## config.mk

```make
export PLATFORM = sky130hd
export DESIGN_NAME = eager_join_dataless
export DESIGN_NICKNAME = d
export VERILOG_FILES = /design/src/rtl/eager_join_dataless.sv
export SDC_FILE = /design/constraint.sdc
export NUM_CORES = 1
export LEC_CHECK = 0
export BUFFER_PORTS_ARGS = -buffer_cell sky130_fd_sc_hd__buf_2
export CORE_AREA = 2 2 39 41
export DETAILED_ROUTE_END_ITERATION = 10
export DIE_AREA = 0 0 41 43
export GPL_ROUTABILITY_DRIVEN = 0
export PLACE_DENSITY = 0.32
export SETUP_SLACK_MARGIN = 0.5
export SLEW_MARGIN = 20
export SYNTH_ARGS = -nofsm -noshare
export SYNTH_HDL_FRONTEND = slang
export SYNTH_SLANG_ARGS = --single-unit
```

## constraint.sdc

```tcl
create_clock -name clk -period 2.4 [get_ports clk]
set_clock_uncertainty 0.15 [all_clocks]
set_input_delay 0.48 -clock clk [delete_from_list [all_inputs] [get_ports clk]]
set_output_delay 0.48 -clock clk [all_outputs]
set_load 0.02 [all_outputs]
```

## src/rtl/eager_join_dataless.sv

```systemverilog
// eager_join_dataless: dataless N-to-1 synchronizing join with eager absorption.
// Each input has a one-slot "arrived" flag. A token is taken as soon as it
// shows up, whatever the other inputs or the consumer are doing. The joined
// output token fires once every input has a token, either held in its flag
// or presented in this cycle.
//
// Ports:
//   clk         rising-edge clock
//   rst         synchronous, active-high reset
//   ins_valid   [SIZE] per-input valid
//   ins_ready   [SIZE] per-input ready (depends only on the held flags)
//   outs_valid  joined output valid (combinational from ins_valid)
//   outs_ready  downstream ready
module eager_join_dataless #(
  parameter int unsigned SIZE = 2
) (
  input  logic            clk,
  input  logic            rst,
  input  logic [SIZE-1:0] ins_valid,
  output logic [SIZE-1:0] ins_ready,
  output logic            outs_valid,
  input  logic            outs_ready
);

  logic [SIZE-1:0] held;
  logic [SIZE-1:0] present;
  logic            all_present;
  logic            fire;

  // An input counts as present if its token is held or arrives now.
  assign present     = held | ins_valid;
  assign all_present = &present;
  assign outs_valid  = all_present & ~rst;
  assign fire        = outs_valid & outs_ready;

  // Ready comes only from registered flags, so outs_ready never reaches ins_ready.
  assign ins_ready   = ~held & {SIZE{~rst}};

  // One arrived flag per input. Tokens arriving in the fire cycle are consumed
  // directly and never stored.
  for (genvar i = 0; i < int'(SIZE); i++) begin : g_slot
    logic held_q;

    always_ff @(posedge clk) begin
      if (rst) begin
        held_q <= 1'b0;
      end else if (fire) begin
        held_q <= 1'b0;
      end else begin
        held_q <= present[i];
      end
    end

    assign held[i] = held_q;
  end

endmodule

```

==> results by group <==
Outcome
  • Status: finished clean

Pwr
  • Maximum vdd drop: 0.137 mV
  • Leak: between 0.07 and 0.08 nW
  • Pwr Density: between 700 and 800 nW/um2
  • Total power: 0.000135 W

Cells and area
  • Final Non-Filler Cells: 37
  • Max reg flops: 2
  • # diodes: 0
  • Final net count: 28
  • Share of cells above drive strength 1: between 60 and 70%
  • Biggest regs: g_slot.held_q x2
  • Filler cells: around 160
  • P&R area growth vs syn: 77.5%
  • Largest Register: g_slot.held_q

Yosys
  • Post-synth top area share: about two fifths
  • Netlist Area Pre-Place: between 100 and 150 um2
  • Cells taking the most area after synthesis: dfxtp_1, nor3_2, nor2_1
  • Async set-or-reset flop fraction in the synthesized netlist: 0%
  • Synth warn: 0
  • Number of synthesized flops with an enable pin: 0
  • Mapped Nets: 16
  • Top-count cell post-synth: nor2_1
  • Seq cells post-synth: 2
  • Avg Cell Area, Syn: a little over 9 um2
  • Synth top cells by count: nor2_1, nor3_2, dfxtp_1, o21a_1
  • Cells after Synth: 11
  • Largest area contributor in the synthesized netlist: dfxtp_1
  • Seq/Total Area, Yosys: 40.0%
  • Yosys cell types: 4
  • Top FF cell, synth: dfxtp_1

Global route
  • First-pass GRT wire length: ~480 um
  • Initial antenna violation count: 0
  • Final global-route overflow total: 0
  • Global Route Usage Sum: under 10%
  • Vias in the first global route: 114
  • Largest net degree at the start of global routing: 6

Worst setup path
  • Type of origin of the critical path: input pin
  • Reg2reg start: g_slot[0].held_q$_SDFF_PP0_
  • CP required: 1770 ps
  • Crit end category: primary output
  • CP Class: input pin to primary output
  • R2R depth: 2
  • Setup slack, reg-to-reg: approximately 1600 ps
  • Crit Path Max Fanout: 2
  • Crit path DAT: between 900 and 1000 ps
  • Crit path launch: ins_valid[0]
  • CP endpoint: outs_valid
  • RR Endpoint: g_slot[0].held_q$_SDFF_PP0_

Route
  • DR DRC count: 0
  • Total wire length: roughly 300 um
  • Initial DRC count: 1
  • Vias/cell: 2.97
  • Via count: between 100 and 150
  • Drt first pass iters: 2
  • Detail Route Antenna Nets: 0
  • Wirelength per Cell: 8.00 um

STA
  • Final setup vio count: 0
  • RSZ-0062 raised after global routing: no
  • Setup TNS: 0 ps
  • Final hold violations: 0
  • Fin crit share: between 60% and 70%
  • Actual slew at the worst max-slew pin: between 200 and 250 ps
  • Final-report max-slew violation count: 0
  • Worst rel slew slack: 85.4%
  • Tmin final: ~1600 ps
  • Worst setup margin: 782 ps
  • Fmax: between 600 and 700 MHz

Clock tree
  • H-tree depth: 1
  • PostCTS Resize Cnt: 0
  • Hold_buf cts: 0
  • Setup bufs post-CTS: 0
  • Total CTS buffers: 3
  • Clk slew on worst S/H paths: about 30 ps
  • Clk_lat worst skew: 220 ps
  • CTS tree: yes
  • CTS root buf: clkbuf_4
  • Max Buffers Root-to-Sink: 2
  • CTS sink count: 2

Floorplan
  • Num rows: 14
  • Die ar.: around 1800 um2
  • Initial core utilization: under 10%
  • Core Box Area: about 1400 um2
  • Die height: approximately 43 um
  • Die width: between 40 and 50 um
  • IO Count: 8

Place
  • Dpl cells: 34
  • DP Worst Slack: 772 ps
  • Dpl hpwl: approximately 230 um
  • Port Buf Inserts: 7

Run
  • Max-cap viol count: 0

Worst hold path
  • Cell depth of the worst hold path: 2
  • Worst Hold Class: input pin to flop
## metal layers
layer / vias up / share of wire (%) / track usage, %
li1: 59 / - / -
met1: 43 / 52 / 5.43
met2: 8 / 30 / 4.06
met3: 0 / 17 / 4.71
met4: 0 / 0 / 6.00
met5: - / 0 / 0
## stage by stage
step	util, %	hold WS [ps]	cell area, um2
floorplan	-	374	100
detailed placement	11.2	411	155
finish	12.8	363	178
global placement	11.2	402	155
CTS	12.8	351	178
global route	12.8	379	178
## how the worst min path moves through the flow
stage / from / to / slack [ps]
floorplan: g_slot[1].held_q$_SDFF_PP0_ / g_slot[0].held_q$_SDFF_PP0_ / 370
global placement: g_slot[0].held_q$_SDFF_PP0_ / g_slot[1].held_q$_SDFF_PP0_ / 400
detailed placement: g_slot[0].held_q$_SDFF_PP0_ / g_slot[1].held_q$_SDFF_PP0_ / 410
CTS: rst / g_slot[1].held_q$_SDFF_PP0_ / 350
global route: rst / g_slot[1].held_q$_SDFF_PP0_ / 380
finish: rst / g_slot[1].held_q$_SDFF_PP0_ / 360
## kinds of logic after synthesis
kind of cell	Yosys count	share of synthesized area, %
AND/OR/NAND/NOR	7	45.0
flip-flops	2	40.0
AO/OA/AOI/OAI	2	15.0
## power by group
group | leakage (nW) | switching, W | internal, W
clock | 0.0138 | 0.0000193 | 0.0000552
combinational | 0.0476 | 0.0000133 | 0.00000929
sequential | 0.0166 | 0.00000178 | 0.0000359
## final cells by class
cell class                 count  area (um2)  area share [%]
sequential                     2        40.0            22.5
clock buffer                   3        22.5            12.7
multi-input combinational      9        60.1            33.8
tap                           16        20.0            11.3
timing repair buffer           7        35.0            19.7
## worst max-delay path, stage by stage
cell    delay [ps]
buf_2          100
nor2_1         180
nor3_2          70
buf_2          160
## cell usage in the layout, fill, tap and decap left out, drive strengths merged
cell,synthesis,routed
buf,0,7
clkbuf,0,3
dfxtp,2,2
nor2,4,4
nor3,3,3
o21a,2,2
No activity file was read; power rests on OpenSTA's default activity.
